**src/rtl/button_event_gen_pkg.sv**
```systemverilog
// Shared definitions for the button event path: FSM state encoding and default tick-rate constants,
// also used by the clock divider.
package button_event_gen_pkg;

    typedef enum logic [1:0] {
        ST_IDLE    = 2'd0,
        ST_PRESSED = 2'd1,
        ST_LONG    = 2'd2
    } state_e;

    localparam int unsigned TICK_HZ          = 100;
    localparam int unsigned DEF_LONG_TICKS   = TICK_HZ;      // 1 s hold
    localparam int unsigned DEF_REPEAT_TICKS = TICK_HZ / 5;  // 5 repeats per second
    localparam int unsigned DEF_CNT_W        = 8;

endpackage

```
**src/rtl/button_event_gen_tick_counter.sv**
```systemverilog
// tick_counter: CNT_W-bit up-counter with synchronous clear, count enable and a terminal-count compare.
// Wrap policy belongs to the owner, which asserts clr when it sees at_term.
module tick_counter
    import button_event_gen_pkg::*;
#(
    parameter int unsigned CNT_W = DEF_CNT_W
) (
    input  logic             clk,
    input  logic             rst,
    input  logic             clr,
    input  logic             en,
    input  logic [CNT_W-1:0] term,
    output logic             at_term
);

    localparam logic [CNT_W-1:0] ONE = CNT_W'(1);

    logic [CNT_W-1:0] count_q;
    logic [CNT_W-1:0] count_d;

    always_comb begin
        count_d = count_q;
        if (clr) begin
            count_d = '0;
        end else if (en) begin
            count_d = count_q + ONE;
        end
    end

    always_ff @(posedge clk or posedge rst) begin
        if (rst) begin
            count_q <= '0;
        end else begin
            count_q <= count_d;
        end
    end

    assign at_term = (count_q == term);

endmodule

```
**src/rtl/button_event_gen.sv**
```systemverilog
// button_event_gen: turns the debounced button level into single-cycle press/release/click/long events.
// Auto-repeat while held in LONG is built only when REPEAT_EN is defined.
module button_event_gen
    import button_event_gen_pkg::*;
#(
    parameter int unsigned LONG_TICKS   = DEF_LONG_TICKS,
    parameter int unsigned REPEAT_TICKS = DEF_REPEAT_TICKS,
    parameter int unsigned CNT_W        = DEF_CNT_W
) (
    input  logic clk,
    input  logic rst,
    input  logic tick,
    input  logic btn_level,
    output logic press_pulse,
    output logic release_pulse,
    output logic click_pulse,
    output logic long_press,
    output logic repeat_pulse,
    output logic held
);

    localparam bit CFG_OK = (LONG_TICKS >= 2) && (REPEAT_TICKS >= 1) &&
                            ((2 ** CNT_W) > LONG_TICKS) && ((2 ** CNT_W) > REPEAT_TICKS);

    if (!CFG_OK) begin : g_bad_cfg
        $error("button_event_gen: LONG_TICKS/REPEAT_TICKS/CNT_W out of range");
    end

    localparam logic [CNT_W-1:0] LONG_TERM = CNT_W'(LONG_TICKS - 1);

    state_e state_q;
    state_e state_d;
    logic   btn_q;
    logic   rise;
    logic   fall;

    logic press_q, press_d;
    logic release_q, release_d;
    logic click_q, click_d;
    logic long_q, long_d;
    logic held_q, held_d;

    logic hold_clr;
    logic hold_en;
    logic hold_at_term;

`ifdef REPEAT_EN
    localparam logic [CNT_W-1:0] REPEAT_TERM = CNT_W'(REPEAT_TICKS - 1);

    logic repeat_q, repeat_d;
    logic rep_clr;
    logic rep_en;
    logic rep_at_term;
`endif

    assign rise = btn_level & ~btn_q;
    assign fall = ~btn_level & btn_q;

    tick_counter #(
        .CNT_W (CNT_W)
    ) u_hold_cnt (
        .clk     (clk),
        .rst     (rst),
        .clr     (hold_clr),
        .en      (hold_en),
        .term    (LONG_TERM),
        .at_term (hold_at_term)
    );

`ifdef REPEAT_EN
    tick_counter #(
        .CNT_W (CNT_W)
    ) u_rep_cnt (
        .clk     (clk),
        .rst     (rst),
        .clr     (rep_clr),
        .en      (rep_en),
        .term    (REPEAT_TERM),
        .at_term (rep_at_term)
    );
`endif

    // fall is tested before tick in every state so a release always beats a coincident tick
    always_comb begin
        state_d   = state_q;
        press_d   = 1'b0;
        release_d = 1'b0;
        click_d   = 1'b0;
        long_d    = 1'b0;
        hold_clr  = 1'b0;
        hold_en   = 1'b0;
`ifdef REPEAT_EN
        repeat_d  = 1'b0;
        rep_clr   = 1'b0;
        rep_en    = 1'b0;
`endif
        case (state_q)
            ST_IDLE: begin
                if (rise) begin
                    state_d  = ST_PRESSED;
                    press_d  = 1'b1;
                    hold_clr = 1'b1;
                end
            end
            ST_PRESSED: begin
                if (fall) begin
                    state_d   = ST_IDLE;
                    release_d = 1'b1;
                    click_d   = 1'b1;
                    hold_clr  = 1'b1;
                end else if (tick) begin
                    if (hold_at_term) begin
                        state_d  = ST_LONG;
                        long_d   = 1'b1;
                        hold_clr = 1'b1;
`ifdef REPEAT_EN
                        rep_clr  = 1'b1;
`endif
                    end else begin
                        hold_en = 1'b1;
                    end
                end
            end
            ST_LONG: begin
                if (fall) begin
                    state_d   = ST_IDLE;
                    release_d = 1'b1;
                end
`ifdef REPEAT_EN
                else if (tick) begin
                    if (rep_at_term) begin
                        rep_clr  = 1'b1;
                        repeat_d = 1'b1;
                    end else begin
                        rep_en = 1'b1;
                    end
                end
`endif
            end
            default: begin
                state_d = ST_IDLE;
            end
        endcase
        held_d = (state_d != ST_IDLE);
    end

    always_ff @(posedge clk or posedge rst) begin
        if (rst) begin
            state_q   <= ST_IDLE;
            btn_q     <= 1'b0;
            press_q   <= 1'b0;
            release_q <= 1'b0;
            click_q   <= 1'b0;
            long_q    <= 1'b0;
            held_q    <= 1'b0;
        end else begin
            state_q   <= state_d;
            btn_q     <= btn_level;
            press_q   <= press_d;
            release_q <= release_d;
            click_q   <= click_d;
            long_q    <= long_d;
            held_q    <= held_d;
        end
    end

`ifdef REPEAT_EN
    always_ff @(posedge clk or posedge rst) begin
        if (rst) begin
            repeat_q <= 1'b0;
        end else begin
            repeat_q <= repeat_d;
        end
    end

    assign repeat_pulse = repeat_q;
`else
    assign repeat_pulse = 1'b0;
`endif

    assign press_pulse   = press_q;
    assign release_pulse = release_q;
    assign click_pulse   = click_q;
    assign long_press    = long_q;
    assign held          = held_q;

endmodule

```
**config.mk**
```make
export PLATFORM = sky130hd
export DESIGN_NAME = button_event_gen
export DESIGN_NICKNAME = d
export VERILOG_FILES = /design/src/rtl/button_event_gen_pkg.sv /design/src/rtl/button_event_gen_tick_counter.sv /design/src/rtl/button_event_gen.sv
export SDC_FILE = /design/constraint.sdc
export NUM_CORES = 1
export LEC_CHECK = 0
export CAP_MARGIN = 15
export CORE_MARGIN = 2
export CORE_UTILIZATION = 56
export CTS_BUF_LIST = sky130_fd_sc_hd__clkbuf_4
export CTS_CLUSTER_DIAMETER = 50
export CTS_CLUSTER_SIZE = 8
export DETAILED_ROUTE_END_ITERATION = 8
export MAX_ROUTING_LAYER = met4
export PLACE_DENSITY = 0.78
export SLEW_MARGIN = 20
export SYNTH_ARGS = -nofsm -noshare
export SYNTH_HDL_FRONTEND = slang
export SYNTH_SLANG_ARGS = --single-unit
```
**constraint.sdc**
```tcl
create_clock -name clk -period 2.1 [get_ports clk]
set_input_delay 0.63 -clock clk [delete_from_list [all_inputs] [get_ports clk]]
set_output_delay 0.63 -clock clk [all_outputs]
set_load 0.1 [all_outputs]
```
==> results_dict.tcl, run 1 <==
set metrics [dict create \
    status "finished clean" \
    die_y_um 42.7 \
    core-area_um2 1350 \
    fin_util_pct 76.7 \
    powerDensity_nw_per_um2 943 \
    synth_simple_gate_area_share_pct 24.1 \
    fin_total_pwr_w 0.000977 \
    dpl.hpwl_um 1290 \
    totalWireLength_um 1580 \
    ys_ff_latch 16 \
    synth_area_um2 840 \
    r2r-end "u_hold_cnt.count_q[7]$_DFFE_PP0P_" \
    r2r-start "state_q[1]$_DFF_PP0_" \
    finalCriticalPeriod_ns 1.96 \
    drt_pass1_iterations 4 \
    synth_edf_count 0 \
    vias_per_cell 5.66 \
    grt_pass1_wl_um 2730 \
    ctsResizeCount 0 \
    cts-buffers-inserted 3 \
    startpoint_type "input port" \
    cts_root_buffer "clkbuf_4" \
    slew_violations 0 \
    fin_ws_ns 0.140 \
    yosysWarnings 0 \
    rsz0062_at_grt "no" \
    antenna_found_initial 0 \
    start_util_pct 62.2 \
    grt_pass1_vias 660 \
    cellLeakagePower_nw 0.484 \
    crit_end "held$_DFF_PP0_" \
    dp_slack_ns -0.241 \
    cp.arrival_ns 2.12 \
    rr_worst_depth 6 \
    grt_use_met2_pct 33.3 \
    die-area_um2 1830 \
    ctsHoldBuffers 0 \
    grt-ovfl-total 0 \
    min_path_type "reg -> reg" \
    layout.nets 114 \
    postSynth.asyncResetShare_pct 100 \
    synth_area_per_cell_um2 9.99 \
    slew-limit-headroom_pct 62.5 \
    fin_crit_sh_pct 93.3 \
    ys.flop_type "dfrtp_1" \
    n_antenna_cell 0 \
    fillCellCount 95 \
    critical_path.max_fanout 3 \
    use_met3_pct 8.51 \
    cp_data_required_time_ns 2.26 \
    clk_pin_slew_worst_paths_ns 0.08 \
    fp-row-count 13 \
    die_w_um 42.7 \
    yosysMostFrequentCell "dfrtp_1" \
    yosysUniqueCellTypes 30 \
    synth_top_family_by_area "simple AND/OR/NAND/NOR gates" \
    synth_top_area_share_pct 47.7 \
    grt_max_degree 17 \
    area_growth_pct 23.4 \
    r2r_slack_ns 0.24 \
    io_buffers 8 \
    syn_nets 93 \
    cts_setup_buffers 0 \
    synthCells 84 \
    via_count 674 \
    clk_path_buf_depth 2 \
    ioPinCount 10 \
    grt_use_met1_pct 24.2 \
    clk_latency_ns 0.28 \
    hold_violations 0 \
    drc 0 \
    drive_gt1_share_pct 23.1 \
    yosysTopAreaCell "dfrtp_1" \
    drtIter0Drc 28 \
    end_kind "flop" \
    ir_drop_mv 0.769 \
    seq_area_frac_synth_pct 47.7 \
    cap_violations 0 \
    critPathKind "in -> reg" \
    grt_usage_pct 20.9 \
    final-setup-viol-count 0 \
    worst_pin_slew_ns 0.562 \
    finalClockSkew_ns 0.00146 \
    ant_nets 0 \
    synth_compound_area_share_pct 11.2 \
    yosys-top-cells-area "dfrtp_1 (48%), ha_1 (7.5%), nor2_1 (4.0%)" \
    synth_xor_xnor_area_share_pct 4.17 \
    finalSetupTns_ns 0 \
    wl_per_cell_um 13.2 \
    synthTopCellsByCount "dfrtp_1 (16), nor2_1 (9), inv_1 (6), nand2_1 (6)" \
    fmax_ghz 0.510 \
    synthAdderAreaFrac_pct 7.45 \
    synth.mux.area_fraction_pct 0 \
    cts_tree "done" \
    startpoint "btn_level" \
    globalplace.congestion 0.982 \
    cts_sinks 16 \
    grt_busiest_layer "met2" \
    htree_num_levels 1 \
]
## metal layers
metal / routed length [um] / vias to the layer above
met3: 122 / 2
met1: 665 / 314
met5: 0 / -
li1: - / 333
met2: 775 / 25
met4: 12 / 0
## placed cells by master (no fill, tap or decap), drive strengths merged
| cell | count |
|---|---|
| nor2 | 9 |
| and2 | 2 |
| or2 | 1 |
| conb | 1 |
| o2111ai | 1 |
| nor3 | 1 |
| a21oi | 5 |
| nand3 | 2 |
| ha | 5 |
| o21ai | 5 |
| dfrtp | 16 |
| nor4 | 4 |
| xnor2 | 3 |
| or3 | 2 |
| nand4 | 1 |
| clkbuf | 3 |
| nand3b | 1 |
| clkinv | 1 |
| buf | 15 |
| a32o | 1 |
| xor2 | 1 |
| clkdlybuf4s50 | 3 |
| nand4b | 1 |
| a311o | 1 |
| o31ai | 1 |
| or4 | 3 |
| nand2 | 6 |
| inv | 6 |
| or3b | 1 |
| nor2b | 2 |
## how the worst min path moves through the flow
stage                                 startpoint  slack, ns                                 to  depth (start not counted)
2_1_floorplan  u_hold_cnt.count_q[7]$_DFFE_PP0P_       0.51  u_hold_cnt.count_q[7]$_DFFE_PP0P_                          2
3_3_place_gp   u_hold_cnt.count_q[7]$_DFFE_PP0P_       0.55  u_hold_cnt.count_q[7]$_DFFE_PP0P_                          2
3_5_place_dp   u_hold_cnt.count_q[7]$_DFFE_PP0P_       0.56  u_hold_cnt.count_q[7]$_DFFE_PP0P_                          2
4_1_cts        u_hold_cnt.count_q[7]$_DFFE_PP0P_       0.57  u_hold_cnt.count_q[7]$_DFFE_PP0P_                          2
5_1_grt        u_hold_cnt.count_q[6]$_DFFE_PP0P_       0.62  u_hold_cnt.count_q[6]$_DFFE_PP0P_                          2
6_report       u_hold_cnt.count_q[7]$_DFFE_PP0P_       0.58  u_hold_cnt.count_q[7]$_DFFE_PP0P_                          2
## critical path: stages
cell	delay, ns
clkdlybuf4s50_1	0.49
buf_4	0.12
nor2b_1	0.13
o21ai_0	0.10
a32o_1	0.28
or3b_1	0.37
## area by class of cell
type                    instances  area, um^2  share of cell area, %
clock inverters                 1        3.75                  0.362
inverters                       6        22.5                   2.17
well taps                      15        18.8                   1.81
clock buffers                   3        22.5                   2.17
multi-input cells              60         400                   38.6
flip-flops and latches         16         400                   38.6
repair buffers                 18         168                   16.2
## state kept, by name, indices dropped and copies added, names as in the netlist
register / flops
btn_q: 1
click_pulse: 1
held: 1
long_press: 1
press_pulse: 1
release_pulse: 1
state_q: 2
u_hold_cnt.count_q: 8
## report_power, final
part	internal, W	switching (W)
registers	0.000354	0.0000431
clock network	0.0000689	0.0000835
logic	0.000157	0.000271
total	0.000579	0.000397
## metrics by stage
stage,cells,instance area [um^2],hold slack (ns)
floorplan,84,840,0.512
global placement,115,1010,0.551
detailed placement,115,1010,0.560
CTS,119,1030,0.574
global route,119,1040,0.622
finish,119,1040,0.576
## cells by family (layout without fill, tap and decap cells)
| family | count (synthesis) | in the layout |
|---|---|---|
| AO/OA/AOI/OAI | 14 | 14 |
| AND/OR/NAND/NOR | 36 | 36 |
| buffers and inverters | 8 | 28 |
| flip-flops | 16 | 16 |
| XOR/XNOR | 4 | 4 |
| other | 1 | 1 |
| adder cells (fa/ha/maj) | 5 | 5 |
Power figures use the tool's default switching activity.
==> run 2: changes to the inputs <==
--- a/config.mk
+++ b/config.mk
@@ -18,3 +18,4 @@
 export SYNTH_ARGS = -nofsm -noshare
 export SYNTH_HDL_FRONTEND = slang
 export SYNTH_SLANG_ARGS = --single-unit
+export TNS_END_PERCENT = 50
==> results of run 2 <==
The final DEF is identical to that of run 1; final timing and power are the same.
